===== config.mk =====
export PLATFORM = sky130hd
export DESIGN_NAME = mem_store_buffer
export DESIGN_NICKNAME = d
export VERILOG_FILES = /design/src/rtl/mem_store_buffer.sv
export SDC_FILE = /design/constraint.sdc
export NUM_CORES = 1
export LEC_CHECK = 0
export CORE_MARGIN = 10
export CORE_UTILIZATION = 50
export DETAILED_ROUTE_END_ITERATION = 8
export PLACE_DENSITY = 0.76
export SLEW_MARGIN = 40
export SYNTH_ARGS = -nofsm -noshare
export SYNTH_HDL_FRONTEND = slang
export SYNTH_SLANG_ARGS = --single-unit

===== constraint.sdc =====
create_clock -name clk_i -period 8.5 [get_ports clk_i]
set_clock_uncertainty 0.1 [all_clocks]
set_input_delay 1.7 -clock clk_i [delete_from_list [all_inputs] [get_ports clk_i]]
set_output_delay 1.7 -clock clk_i [all_outputs]
set_load 0.02 [all_outputs]

===== src/rtl/mem_store_buffer.sv =====
// mem_store_buffer: FIFO word-store write buffer between the MEM-stage store path
// and the data memory write port. Drains one entry per cycle, oldest first, and
// forwards the youngest matching buffered word to same-cycle loads.
// Optional feature macro: SB_COALESCE_EN (a store to the youngest entry's word
// overwrites that entry instead of allocating a new one).
module mem_store_buffer #(
  parameter  int DEPTH = 4,
  parameter  int AW    = 32,
  parameter  int DW    = 32,
  localparam int PTR_W = $clog2(DEPTH)
) (
  input  logic             clk_i,
  input  logic             reset_i,
  input  logic             st_valid_i,
  output logic             st_ready_o,
  input  logic [AW-1:0]    st_addr_i,
  input  logic [DW-1:0]    st_wd_i,
  input  logic [31:0]      st_pc_i,
  input  logic             ld_valid_i,
  input  logic [AW-1:0]    ld_addr_i,
  output logic             ld_hit_o,
  output logic [DW-1:0]    ld_data_o,
  input  logic             dm_ready_i,
  output logic             dm_we_o,
  output logic [AW-1:0]    dm_addr_o,
  output logic [DW-1:0]    dm_wd_o,
  output logic [31:0]      dm_pc_o,
  output logic             empty_o,
  output logic [PTR_W:0]   count_o
);

  // Word-address mask: byte-offset bits never take part in a match.
  localparam logic [AW-1:0] WMASK = ~AW'(3);

  logic [AW-1:0]    addr_q [DEPTH];
  logic [DW-1:0]    wd_q   [DEPTH];
  logic [31:0]      pc_q   [DEPTH];
  logic [PTR_W-1:0] head_q, head_d;
  logic [PTR_W-1:0] tail_q, tail_d;
  logic [PTR_W:0]   count_q, count_d;

  logic             full, empty, fire, push, alloc, coal;
  logic [PTR_W-1:0] young_idx, out_idx;

  assign empty     = (count_q == '0);
  assign full      = (count_q == (PTR_W+1)'(DEPTH));
  assign young_idx = tail_q - PTR_W'(1);

  // Drain fires whenever there is a head entry and the memory port is free;
  // suppressed during reset so no discarded write can leak out.
  assign fire    = !empty && dm_ready_i && !reset_i;
  assign dm_we_o = fire;

`ifdef SB_COALESCE_EN
  logic coal_match;
  // Youngest entry matches the store word and is not the lone head leaving this cycle.
  always_comb begin
    coal_match = !empty &&
                 ((addr_q[young_idx] & WMASK) == (st_addr_i & WMASK)) &&
                 !((count_q == (PTR_W+1)'(1)) && fire);
  end
  assign st_ready_o = !full || coal_match;
  assign push       = st_valid_i && st_ready_o;
  assign coal       = push && coal_match;
  assign alloc      = push && !coal_match;
`else
  assign st_ready_o = !full;
  assign push       = st_valid_i && st_ready_o;
  assign coal       = 1'b0;
  assign alloc      = push;
`endif

  // Pointer and occupancy next-state.
  always_comb begin
    head_d  = head_q;
    tail_d  = tail_q;
    count_d = count_q + (PTR_W+1)'(alloc) - (PTR_W+1)'(fire);
    if (fire)  head_d = head_q + PTR_W'(1);
    if (alloc) tail_d = tail_q + PTR_W'(1);
  end

  // Pointer/count registers and entry storage writes.
  always_ff @(posedge clk_i) begin
    if (reset_i) begin
      head_q  <= '0;
      tail_q  <= '0;
      count_q <= '0;
      for (int i = 0; i < DEPTH; i++) begin
        addr_q[i] <= '0;
        wd_q[i]   <= '0;
        pc_q[i]   <= '0;
      end
    end else begin
      head_q  <= head_d;
      tail_q  <= tail_d;
      count_q <= count_d;
      if (alloc) begin
        addr_q[tail_q] <= st_addr_i;
        wd_q[tail_q]   <= st_wd_i;
        pc_q[tail_q]   <= st_pc_i;
      end
      if (coal) begin
        wd_q[young_idx] <= st_wd_i;
        pc_q[young_idx] <= st_pc_i;
      end
    end
  end

  // When empty, point at the most recently drained slot so dm_* hold the last head value.
  assign out_idx   = empty ? (head_q - PTR_W'(1)) : head_q;
  assign dm_addr_o = addr_q[out_idx];
  assign dm_wd_o   = wd_q[out_idx];
  assign dm_pc_o   = pc_q[out_idx];
  assign empty_o   = empty;
  assign count_o   = count_q;

  // Forwarding: walk entries oldest to youngest so the youngest match wins.
  // The draining head is still valid here since memory updates only at the edge.
  always_comb begin
    logic [PTR_W-1:0] fidx;
    ld_hit_o  = 1'b0;
    ld_data_o = '0;
    fidx      = '0;
    for (int i = 0; i < DEPTH; i++) begin
      fidx = head_q + PTR_W'(i);
      if ((i < int'(count_q)) && ((addr_q[fidx] & WMASK) == (ld_addr_i & WMASK))) begin
        ld_hit_o  = 1'b1;
        ld_data_o = wd_q[fidx];
      end
    end
    if (!ld_valid_i) begin
      ld_hit_o  = 1'b0;
      ld_data_o = '0;
    end
  end

endmodule


# ---- Yosys cells after proc, flatten, opt, wreduce, memory -nomap -nowiden
# Memory sizes are Yosys's and may differ from the RTL's. A register that Yosys moved wholly into a read port is not among the register bits.
# Cells that the tools add are included.
dict set report totals {
  regBits 7
  latch_bits 0
  mem_bits_rw 384
  mem_bits_ro 0
  in_bits 133
  output_inout_bits 135
  n_memories 3
}
# memory words word_bits read_ports rd_ports_with_merged_regs wr line
set mem_list {}
lappend mem_list {addr_q 4 32 5 1 4 35} ;# logic [AW-1:0] addr_q [DEPTH];
lappend mem_list {pc_q 4 32 1 0 4 37} ;# logic [31:0] pc_q [DEPTH];
lappend mem_list {wd_q 4 32 5 1 4 36} ;# logic [DW-1:0] wd_q [DEPTH];
dict set report op_classes {
  n_addsub 7
  n_mul 0
  div 0
  order_cmp 4
  n_eq_ne 5
  shifts 0
  muxes 29
  bitwise 0
  n_reduce_logical 14
}
# operator n
set op_table {}
lappend op_table {{2-to-1 mux 32 bit} 8}
lappend op_table {{equality test 30 bit} 4}
lappend op_table {{OR reduction 32 bit} 3}
lappend op_table {{2-to-1 mux 2 bit} 8}
lappend op_table {{2-to-1 mux 1 bit} 13}
lappend op_table {{logical AND 1 bit} 7}
lappend op_table {{less-than comparator 1 x 3 -> 1 bit, first input constant} 2}
lappend op_table {{less-than comparator 2 x 3 -> 1 bit, first input constant} 2}
lappend op_table {{adder 2 x 1 -> 2 bit, second input constant} 2}
lappend op_table {{adder 2 bit, second input constant} 2}
lappend op_table {{adder 3 x 1 -> 3 bit} 1}
lappend op_table {{equality test 3 bit, second input constant} 1}
lappend op_table {{logical NOT 1 bit} 3}
lappend op_table {{logical NOT 3 bit} 1}
lappend op_table {{subtractor 3 x 1 -> 3 bit} 1}
lappend op_table {{subtractor 2 x 1 -> 2 bit, second input constant} 1}

# ---- Logic depth before layout (Yosys ltp)
# Gate-level depths: netlist (run 1).
dict set report logic_depth {
  word_depth 8
  mapped_depth 14
}

# ---- Least setup slack after synthesis (run 1)
# OpenSTA, ideal clock, no wires.
dict set report synth_timing {
  path_type {input to register}
  from {in st_valid_i}
  to {mem addr_q[1][0], enable pin}
  setup_time_ps 571
  t_arrival_ps 6301
  t_required_ps 7829
  path_slack_ps 1528
  cell_stages 2
  cell_sequence {nand2_1 -> o21bai_1}
}
# item line
set synth_lines {}
lappend synth_lines {{start: declaration} 14} ;# input logic st_valid_i,
lappend synth_lines {{end: declaration} 35}

# ---- Worst setup path after layout (run 1)
dict set report layout_timing {
  from {in ld_addr_i[9]}
  to {out ld_data_o[29]}
}
dict set report layout_via {
  elab_chain_cells 7
  elab_cells_between_ends 13
}
# item line
set layout_lines {}
lappend layout_lines {{start: declaration} 20} ;# input logic [AW-1:0] ld_addr_i,
lappend layout_lines {{equality test 30 bit} 126} ;# if ((i < int'(count_q)) && ((addr_q[fidx] & WMASK) == (ld_addr_i & WMASK))) begin
lappend layout_lines {{logical AND 1 bit} 126}
lappend layout_lines {{2-to-1 mux 32 bit (3 in a row)} 126}
lappend layout_lines {{2-to-1 mux 32 bit (*)} 126}
lappend layout_lines {{2-to-1 mux 32 bit (*)} 131} ;# if (!ld_valid_i) begin
lappend layout_lines {{end: declaration} 22} ;# output logic [DW-1:0] ld_data_o,
# Mark *: on every way between the ends. The rest lies on a longest branch, timed or not.

==> results by stage, run 1 <==
Logic synthesis:
- The share of synthesized area occupied by flip-flops and latches is 46.2%.
- Ranked by instance count, the synthesized netlist is headed by edfxtp_1 (384), nor2_1 (268), mux4_2 (249).
- The number of enable-type register cells in the synthesized netlist is 384.
- The fraction of registers with async set or reset after synthesis is 0%.
- Yosys attributes the largest share of cell area to edfxtp_1 (45%), mux4_2 (22%), nor2_1 (4.0%).
- The synthesized design spends more area on one cell type than any other, namely edfxtp_1.
- When the netlist entered floorplanning its net count stood at 2087.
- The most used standard cell by instance count after synthesis is edfxtp_1.
- For this run, the leading register cell type out of synthesis is edfxtp_1.
- Each instance of the synthesized netlist takes up on average 13.0 µm².
- Counting flops and latches in the post-synthesis netlist gives 393.
- For this run, the number of Yosys warnings is 0.
- Synthesis instantiated 66 different standard cells from the library.
- In the synthesized netlist, the number of instances is 1949.
- In this run the cell area of the synthesized design comes to 25400 µm².
- The area fraction of the dominant cell type after synthesis is 45.5%.

STA:
- Setup repair after global routing left no endpoint under its margin.
- The worst-case hold slack is 0.577 ns.
- The final period demand of the worst path is 7.89 ns.
- For this run, the top clock speed supported by timing is 127 MHz.
- Setup violations remaining at the end of the flow were counted as 0.
- The count of final hold-check violations is 0.
- The portion of the clock cycle consumed by the worst path in the final layout is 92.8%.
- The total count of max-transition violations in the final report is 0.
- The slew at the pin closest to its max-slew limit is 0.817 ns.
- The final-layout setup total negative slack is 0 ns.
- The relative slew slack is 45.2%.

Critical path:
- The data arrival time of the critical path is 6.09 ns.
- For the worst setup path, the data required time is 6.70 ns.
- Traced cell by cell, the critical path runs through clkdlybuf4s50_1 -> inv_1 -> o2bb2ai_1 -> nor3b_1 -> nor4b_1 -> nand4_1 -> nand2_2 -> buf_12 -> a211oi_1 -> a2111oi_2 -> clkdlybuf4s50_1.
- The nature of the critical path startpoint is an input pin.
- The maximum fanout encountered on the critical timing path is 20.
- The cell type with the highest occurrence count on the critical path is clkdlybuf4s50_1.
- The category of the critical setup timing path is in -> out.
- Counting both buffers and inverters, the worst setup path holds a total of 4.
- On the critical path the largest part of the delay comes from buffers and inverters.
- The worst setup path is captured at a primary output.
- The startpoint identified for the worst register-to-register timing path is count_o[1].
- The critical path's slowest cell is clkdlybuf4s50_1.
- The end of the worst register-to-register path is addr_q[1][3].
- On the worst path, the slowest cell contributes a delay of 0.74 ns.
- The reg-to-reg setup timing slack is 5.59 ns.
- The critical path startpoint is ld_addr_i[9].
- The number of cells on the worst reg-to-reg path is 7.

Clock network:
- Hold repair after CTS inserted 0 buffers.
- Counting along the longest clock path gives a buffer depth of 3.
- The number of gates resized after CTS is 0.
- TritonCTS built the clock tree.
- For the worst-skew pair, the clock arrives at the later sink with an insertion delay of 0.58 ns.
- The H-tree was split into 2 levels.
- The post-CTS clock slew at the launch and capture registers of the worst setup and hold paths is 0.06 ns.
- Once the clock tree was built, the setup fixing pass inserted 0 buffers.
- The number of buffers created by CTS is 44.
- The root buffer cell chosen for the clock tree is clkbuf_16.
- The TritonCTS sink count is 393.

Outcome:
- The flow ran to the end, and the final reports show no timing, DRC or antenna violations.

Finish:
- The area added between synthesis and finish is 18.6%.
- Cells fill 60.0% of the core in the end.
- The number of filler instances in the final layout is 3826.
- The layout net count is 2280.
- The layout cell share with drive strength beyond 1 is 21.9%.
- The finished layout holds 2852 standard cells, fillers aside.

Floorplanning:
- The effective utilization at floorplan is 50.5%.
- The die height is 245 µm.
- The die area is 60100 µm².
- Pin placement for this block handled 268 I/O pins.
- The number of core rows is 82.
- The floorplan step defined a core boundary enclosing 50200 µm².
- The horizontal extent of the die is 245 µm.

Route:
- The count of nets left with antenna violations once routing finished came out at 0.
- The pre-antenna-repair detailed-routing pass consisted of 5 iterations.
- Across all layers, the routed design uses 18200 vias.
- The final routed wirelength across all metal layers is 77800 µm.
- After detailed routing, the average wire length per cell comes to 27.3 µm.
- The ratio of routed vias to standard cells is 6.37.
- After the first detailed-routing iteration, the DRC count stood at 1854.
- For this run, design rule violations remaining after detail routing come to 0.

Power:
- The post-layout total power is 10.6 mW.
- The worst-case IR drop observed on VDD is 0.307 mV.
- For this design the static power due to leakage is 10.4 nW.
- In this run the power density over the cells is 353 nW/µm².

Worst hold path:
- The min-delay analysis places its worst path in the category reg -> reg.
- The hold path endpoint is tail_q[0].
- The critical hold path startpoint is tail_q[0].
- The number of cells on the worst hold path is 2.

Placement:
- The placed wire-length estimate is 50500 µm.
- The final weighted congestion of routability-driven global placement is 0.931.
- The count of input and output buffers is 265.
- After detailed placement, the design holds a cell count of 2768.

Global route:
- The number of global-route vias before repair is 18400.
- Entering global routing, the biggest net connects 79 pins.
- The number of antenna violations at the first check in global routing came to 11.
- After global routing the overflow that remains totals 0.
- The global routing usage summed across all routing layers is 25.6%.
- The first global-routing pass estimated 117000 µm of wire.

Run:
- Max-cap violations in this run came to 0.
[state kept, by name, indices dropped and copies added, names as in the netlist, named ones only]
| name | flops |
|---|---|
| count_o | 3 |
| head_q | 2 |
| tail_q | 2 |
| pc_q | 128 |
| addr_q | 128 |
| wd_q | 128 |
[through the flow]
| stage | worst slack (ns) | instance area, µm² |
|---|---|---|
| floorplan | 1.53 | 25400 |
| detailed placement | 0.809 | 28700 |
| global route | 0.535 | 30100 |
| finish | 0.611 | 30100 |
| global placement | 0.754 | 28500 |
| CTS | 0.796 | 30100 |
[layout by cell type, fill, tap and decap left out, drive strengths merged, types with 3 or more instances in the layout]
cell type      instances
bufinv                 4
nor2b                  6
nand2                142
and2                  98
o21ai                 48
clkdlybuf4s50        265
dfxtp                  9
o21a                   3
o211ai                 3
xnor2                 84
a21oi                 14
and3                   4
nor4                  11
nor3b                  3
mux2                  37
clkinvlp               3
mux4                 249
edfxtp               384
o221ai                 3
nand4                 15
o22ai                  4
a22oi                  7
ha                     4
inv                  114
nand3                  9
clkinv                20
a221oi                 3
mux2i                 93
o2111ai                5
nand4b                 3
diode                  4
nor2                 268
a211oi                63
clkbuf                50
buf                   48
nand2b                 5
xor2                  32
a2111oi               35
o2bb2ai                3
[report_power, final]
part           switching (mW)  internal [mW]  total [mW]
clock                   0.809           1.08        1.89
sequential              0.268           2.39        2.66
combinational            3.19           2.89        6.07
total                    4.26           6.35        10.6
[routing by layer]
| layer | GRT usage (%) | vias up | routed length [µm] |
|---|---|---|---|
| met5 | 0 | - | 84 |
| met4 | 8.93 | 12 | 2350 |
| met3 | 5.51 | 153 | 6900 |
| met2 | 41.7 | 906 | 38200 |
| met1 | 33.3 | 9293 | 30200 |
| li1 | - | 7795 | - |
[cell type report]
class | count | area (µm²) | share of cell area (%)
Inverter | 111 | 419 | 1.39
Antenna cell | 4 | 10.0 | 0.0333
Multi-Input combinational cell | 1279 | 12500 | 41.6
Clock buffer | 50 | 1120 | 3.74
Sequential cell | 393 | 11700 | 39.0
Tap cell | 672 | 841 | 2.80
Timing Repair Buffer | 313 | 3150 | 10.5
Clock inverter | 30 | 290 | 0.965
[worst register-to-register path, cell delays in order, from the launching register on]
cell and delay (ns):
dfxtp_1 0.43, inv_1 0.10, nand3_1 0.20, nand2_1 0.32, nor2_4 0.72, buf_12 0.45
nand2_1 0.28, nor2_1 0.15
[logic make-up after synthesis]
group | synth area share (%)
AO/OA/AOI/OAI | 7.11
XOR/XNOR | 4.01
adder cells (fa/ha/maj) | 0.276
buffers and inverters | 4.80
flip-flops | 46.2
multiplexers | 27.4
AND/OR/NAND/NOR | 10.2
[how the worst max path moves through the flow]
stage / end / depth (start not counted) / slack [ns]
global route: ld_data_o[29] / 11 / 0.53
CTS: ld_data_o[3] / 11 / 0.80
global placement: ld_data_o[31] / 10 / 0.75
detailed placement: ld_data_o[3] / 11 / 0.81
floorplan: addr_q[1][0] / 2 / 1.53
finish: ld_data_o[29] / 11 / 0.61
Note: power is estimated with default switching activity, not from simulation.
==> run 2: changes to the inputs <==
--- a/config.mk
+++ b/config.mk
@@ -5,6 +5,7 @@
 export SDC_FILE = /design/constraint.sdc
 export NUM_CORES = 1
 export LEC_CHECK = 0
+export CORE_ASPECT_RATIO = 0.75
 export CORE_MARGIN = 10
 export CORE_UTILIZATION = 50
 export DETAILED_ROUTE_END_ITERATION = 8
==> run 2 against run 1 <==
Compared with the run above:
- non-clock buffer count unchanged
- register-to-register slack worse by 0.69 ns
- via count down 0.70%
- combinational power about the same
- wire length down 0.41%
- core utilization down 0.090 points
- power about the same
- sequential power about the same
- first-iteration DRC count up 4.6%
- maximum frequency up 1.2%
- final cell count down 0.63%
- clock-buffer cell count up 4
- critical path type unchanged
==> results by stage, run 2 (synthesis results as in run 1) <==
Route:
- The average wire length per cell after detail routing came to 27.3 µm (+0.23%).
- The ratio of routed vias to standard cells is 6.36 (about the same).
- The number of iterations in the first detailed-routing pass was 5 (unchanged).
- The number of design-rule violations left by the first detailed-router iteration is 1940 (+4.6%).
- The post-route antenna net violation count is 0 (unchanged).
- The total number of vias is 18000 (-0.70%).
- The DRC violation count after routing was 0 (unchanged).
- The final routed wirelength across all metal layers came to 77500 µm (-0.41%).

Worst hold path:
- The path type of the worst min-delay path is reg -> reg.

STA:
- The portion of the clock cycle consumed by the worst path in the final layout is 91.7% (-1.1 points).
- The count of final hold-check violations is 0 (unchanged).
- The total count of max-transition violations in the final report is 0 (unchanged).
- The peak clock frequency supported by timing is 128 MHz (+1.2%).
- The relative slew slack is 44.5% (-0.79 points).
- The total setup violations reported at the end of the flow is 0 (unchanged).
- The slew at the pin closest to its max-slew limit is 0.833 ns (+0.0158 ns).
- Setup repair after global routing left no endpoint under its margin.
- The final-layout setup total negative slack is 0 ns (unchanged).
- The final period demand of the worst path is 7.80 ns (-0.0935 ns).
- The final setup slack of the worst path was 0.704 ns (+0.0935 ns).

Floorplanning:
- The number of top-level design ports is 268 (unchanged).
- The horizontal extent of the die came to 280 µm (+14%).
- The effective utilization at floorplan is 50.5% (about the same).
- The area of the core is 50200 µm² (about the same).
- The die height is 215 µm (-12%).
- The die area is 60200 µm² (+0.16%).
- The number of core rows is 71 (-13%).

Global route:
- The maximum number of pins on one net before global-route repair is 100 (+27%).
- The first-pass GRT wire length is 116000 µm (-0.95%).
- The global routing usage summed across all routing layers came to 25.3% (-0.26 points).
- The number of antenna violations at the first check in global routing is 8 (-3).
- The number of global-route vias before repair was 18200 (-1.5%).
- The total congestion overflow came to 0 (unchanged).

Power:
- The proportion of power drawn by combinational gates was 57.4% (+0.2 points).
- The power density over the cells is 353 nW/µm² (about the same).
- The cell-internal power is 6.38 mW (+0.39%).
- The maximum VDD drop was 0.470 mV (+53%).
- The static leakage is 10.4 nW (about the same).
- The fraction of power consumed by the clock network is 17.7% (about the same).
- The part of the power in registers is 24.9% (about the same).
- The net switching fraction of the power is 39.9% (-0.25 points).
- The post-layout total power came to 10.6 mW (about the same).
- The power dissipated by switching net loads is 4.24 mW (-0.63%).

Clock network:
- The TritonCTS sink count is 393 (unchanged).
- The post-CTS clock slew at the launch and capture registers of the worst setup and hold paths is 0.06 ns (about the same).
- The largest buffer count on any clock path is 3 (unchanged).
- The insertion delay of the later-clocked pin in the worst-skew pair is 0.56 ns (-0.02 ns).
- The number of buffers inserted for hold repair after clock tree synthesis is 0 (unchanged).
- TritonCTS built the clock tree.
- The deepest level of the CTS H-tree is 2 (unchanged).
- The buffer count from post-CTS setup fixing was 0 (unchanged).
- The tree is rooted in a clkbuf_16.
- The number of gates resized after CTS is 0 (unchanged).
- The number of buffers created by CTS is 42 (-4.5%).

Critical path:
- The longest individual stage delay on the worst path came to 0.74 ns (about the same).
- The data arrival time of the critical path is 6.00 ns (-0.09 ns).
- The maximum fanout encountered on the critical timing path came to 35 (+75%).
- The data required time at the worst endpoint is 6.70 ns (about the same).
- The signal on the critical path passes through clkdlybuf4s50_1 -> inv_1 -> o22a_1 -> nand4_1 -> a2111oi_2 -> o211ai_4 -> buf_4 -> nor3b_4 -> buf_4 -> a211oi_1 -> a2111oi_2 -> clkdlybuf4s50_1.
- The endpoint class of the critical path is a primary output.
- The worst setup path is launched from an input pin.
- The critical path is of the in -> out type.
- The reg-to-reg setup timing slack came to 4.90 ns (-0.69 ns).
- Among all stages on the critical path, the largest delay is contributed by clkdlybuf4s50_1.

Finish:
- The number of filler instances in the final layout is 3824 (-0.052%).
- The area added between synthesis and finish is 18.5%.
- The area taken by multi-input logic gates is 12500 µm² (about the same).
- The leading cell type in the layout, fill and taps excluded is edfxtp_1.
- The layout net count is 2278 (-0.088%).
- The footprint of the flip-flops and latches is 11700 µm² (unchanged).
- The largest registers in the layout are addr_q: 128 flops, pc_q: 128 flops, wd_q: 128 flops.
- In the layout the commonest cells are edfxtp_1 (384), nor2_1 (267), clkdlybuf4s50_1 (265).
- The layout cell share with drive strength beyond 1 is 21.8% (-0.062 points).
- The final design utilization is 59.9% (-0.090 points).

Placement:
- The placed wire-length estimate was 50500 µm (+0.15%).
- The final weighted congestion of routability-driven global placement is 0.944 (+1.4%).
- The worst slack after detailed placement is 0.840 ns (+0.0310 ns).
- The count of input and output buffers was 265 (unchanged).

Run:
- The number of max-cap violations is 0 (unchanged).

Outcome:
- The flow ran to the end, and the final reports show no timing, DRC or antenna violations.
## run 2: cell count changes in the layout (fill, tap and decap cells not counted), sizes merged
cell / before / now
inv: 114 / 112
clkinv: 20 / 17
clkinvlp: 3 / 0
bufinv: 4 / 5
clkbuf: 50 / 54
## run 2: cell type report
type,count,share of cell area (%)
Timing Repair Buffer,313,10.4
Clock inverter,23,0.949
Antenna cell,4,0.0333
Inverter,111,1.39
Clock buffer,54,3.75
Sequential cell,393,39.0
Tap cell,657,2.74
Multi-Input combinational cell,1279,41.7
## run 2: power groups by stage
| stage | combinational (mW) | sequential, mW | clock [mW] |
|---|---|---|---|
| floorplan | 3.99 | 2.54 | 0 |
| global placement | 5.98 | 2.68 | 0 |
| detailed placement | 6.04 | 2.71 | 0 |
| CTS | 6.08 | 2.67 | 1.91 |
| global route | 6.42 | 2.67 | 1.98 |
| finish | 6.09 | 2.64 | 1.88 |
## run 2: final timing paths
| check | startpoint | to | cells after the start |
|---|---|---|---|
| setup / recovery | ld_addr_i[17] | ld_data_o[29] | 12 |
| setup reg to reg | count_o[1] | pc_q[1][22] | 8 |
| hold / removal | count_o[0] | count_o[0] | 2 |
| hold reg to reg | count_o[0] | count_o[0] | 2 |
## run 2: critical path: cells and delay by family
| kind | cells | cell delay [ns] |
|---|---|---|
| AOI/OAI and AO/OA | 5 | 1.18 |
| and+or+nand+nor | 2 | 0.38 |
| buffers and inverters | 5 | 2.71 |
## run 2: per-layer routing
layer | GRT usage, % | part of all wire [%] | wire length [µm]
met5 | 0 | 0.076 | 59
met3 | 6.00 | 10 | 7710
met2 | 39.6 | 47 | 36400
met1 | 34.9 | 41 | 31600
met4 | 7.05 | 2.2 | 1720
## run 2: metrics by stage
stage	instances	hold slack (ns)	area [µm²]
3_5_place_dp	2750	0.523	28600
5_1_grt	2833	0.578	30000
4_1_cts	2827	0.538	30000
3_3_place_gp	2746	0.527	28400
2_1_floorplan	1949	0.434	25400
6_report	2834	0.546	30000
==> edit (settings of run 1) <==
Register the output `count_o` once more, cleared by the reset; this adds one clock of latency there. The other outputs are not delayed to match.
--- a/src/rtl/mem_store_buffer.sv
+++ b/src/rtl/mem_store_buffer.sv
@@ -112,7 +112,13 @@
   assign dm_wd_o   = wd_q[out_idx];
   assign dm_pc_o   = pc_q[out_idx];
   assign empty_o   = empty;
-  assign count_o   = count_q;
+  always_ff @(posedge clk_i) begin
+    if (reset_i) begin
+      count_o <= '0;
+    end else begin
+      count_o <= count_q;
+    end
+  end
 
   // Forwarding: walk entries oldest to youngest so the youngest match wins.
   // The draining head is still valid here since memory updates only at the edge.
Behaviour: not the same (Yosys sat finds a counterexample within 4 cycles, from zero or initial values and one cycle with reset_i high).
==> edit against run 1 <==
- wire length grew 2.0%
- sequential cell count increased by 3
- design area shrank 0.30%
- via count grew 0.25%
- global-route usage is 0.42 points higher
- die area fell by 0.42%
- area after synthesis shrank 0.45%
- power increased by 0.34%
- critical path depth is the same
- combinational power rose by 1%
- sequential power about the same
- setup slack gained 0.23 ns
- largest power group unchanged
==> edit: results (changes against run 1) <==
- Status: finished, final reports clean
- Ant diodes: 3 (-1)
- Clock power frac: 17.5% (-0.3 points)
- Leak pwr: 10.5 nW (+1.2%)
- Main area contributors after synthesis: edfxtp_1, mux4_2, mux2i_1
- Post-Synth Adder-Cell Area: 0.278% (+0.0013 points)
- Complex-gate fraction of the synthesized area: 5.34% (-1.8 points)
- Net count, final: 2263 (-0.75%)
- Critical path data arrival time: 5.86 ns (-0.23 ns)
- Mean Syn Cell Area: 13.0 µm² (about the same)
- Worst Path Max Fanout: 15 (-25%)
- Multi-input combinational area share: 41.1% (-0.56 points)
- NonClk Buf Share: 10.9% (+0.43 points)
- Depth of the worst hold-timing path: 2 (unchanged)
- Primary FF master, synth: edfxtp_1
- Commonest cells in the netlist: edfxtp_1, mux4_2, nor2_1
- Peak VDD IR: 0.409 mV (+33%)
- # hold bufs at CTS: 0 (unchanged)
- Slowest cell on the critical path: clkdlybuf4s50_1
- Top Family by Delay on Critical Path: compound AO/OA/AOI/OAI gates
- Vias/cell: 6.43 (+0.96%)
- Layout filler cell count: 3948 (+3.2%)
- CTS Buf Count: 42 (-4.5%)
- Largest family of logic cells by synthesized area: multiplexers
- Initial antenna violation count: 7 (-4)
- Relative slew slack: 42.1% (-3.1 points)
- Total sequential power: 2.65 mW (about the same)
- Sequential fraction of the synthesis area: 46.6% (+0.45 points)
- EDFF count, synth: 384 (unchanged)
- Pin count of the biggest net entering global routing: 63 (-20%)
- Final WL: 79.3 mm (+2.0%)
- Net Count, Synth: 2077 (-0.48%)
- GRT Overall Usage: 26.0% (+0.42 points)
- Skew-Pair Late Insertion Delay: 0.58 ns (about the same)
- Clk cell area share: 4.55% (-0.15 points)
- Placed Instance Area: 28600 µm² (-0.33%)
- Fraction of synthesized area in multiplexers: 28.2% (+0.74 points)
- Fraction of layout cells with a size suffix above 1: 18.5% (-3.3 points)
- Die area: 59900 µm² (-0.42%)
- #MultiIn Comb: 1264 (-1.2%)
- Distinct cells, synth: 65 (-1.5%)
- # clk buffers: 57 (+14%)
- Sink Count: 396 (+0.76%)
- GP Congestion: 0.917 (-1.5%)
- Logic inverters: 108 (-2.7%)
- Switching part of the total: 39.8% (-0.33 points)
- Plain + repair buffers: 313 (unchanged)
- Design Power: 10.7 mW (+0.34%)
- Vias: 18.2k (+0.25%)
- CP peak stage delay: 0.69 ns (-0.05 ns)
- Iter 0 DRT Violations: 2172 (+17%)
- Vias in the first global route: 18.1k (-1.8%)
- Sequential cell area: 11800 µm² (+0.51%)
- Place WS: 0.932 ns (+0.124 ns)
- Post-DP HPWL: 52.6 mm (+4.3%)
- XOR/XNOR Fraction of Synth Area: 3.89% (-0.12 points)
- First-pass GRT wire length: 118 mm (+0.57%)
- P per Cell Area: 355 nW/µm² (+0.64%)
[edit: changes by cell type in the layout (fill, tap and decap cells not counted), moves of 11 or more]
cell	before	now
a2111oi_2	31	0
a211o_1	0	16
a211oi_1	40	4
a211oi_2	23	0
a31oi_1	0	36
mux2_2	37	22
mux2i_1	92	109
nand2_1	141	130
nand2b_1	3	20
nand3_1	9	39
nor2_1	267	241
o21ai_0	48	23
o221ai_1	3	35
[edit: per-layer routing]
| layer | part of all wire [%] | track usage, % | vias to the layer above |
|---|---|---|---|
| met2 | 50 | 43.0 | 933 |
| met3 | 8.4 | 4.98 | 148 |
| met4 | 2.9 | 7.85 | 8 |
| met5 | 0.067 | 0 | - |
| li1 | - | - | 7789 |
| met1 | 39 | 34.3 | 9326 |
[edit: worst paths after layout]
path            startpoint             to  slack, ns
min             count_q[1]     count_o[1]       0.48
max reg2reg     count_q[0]     wd_q[0][0]       5.55
max          ld_addr_i[15]  ld_data_o[26]       0.84
min reg2reg     count_q[1]     count_o[1]       0.48
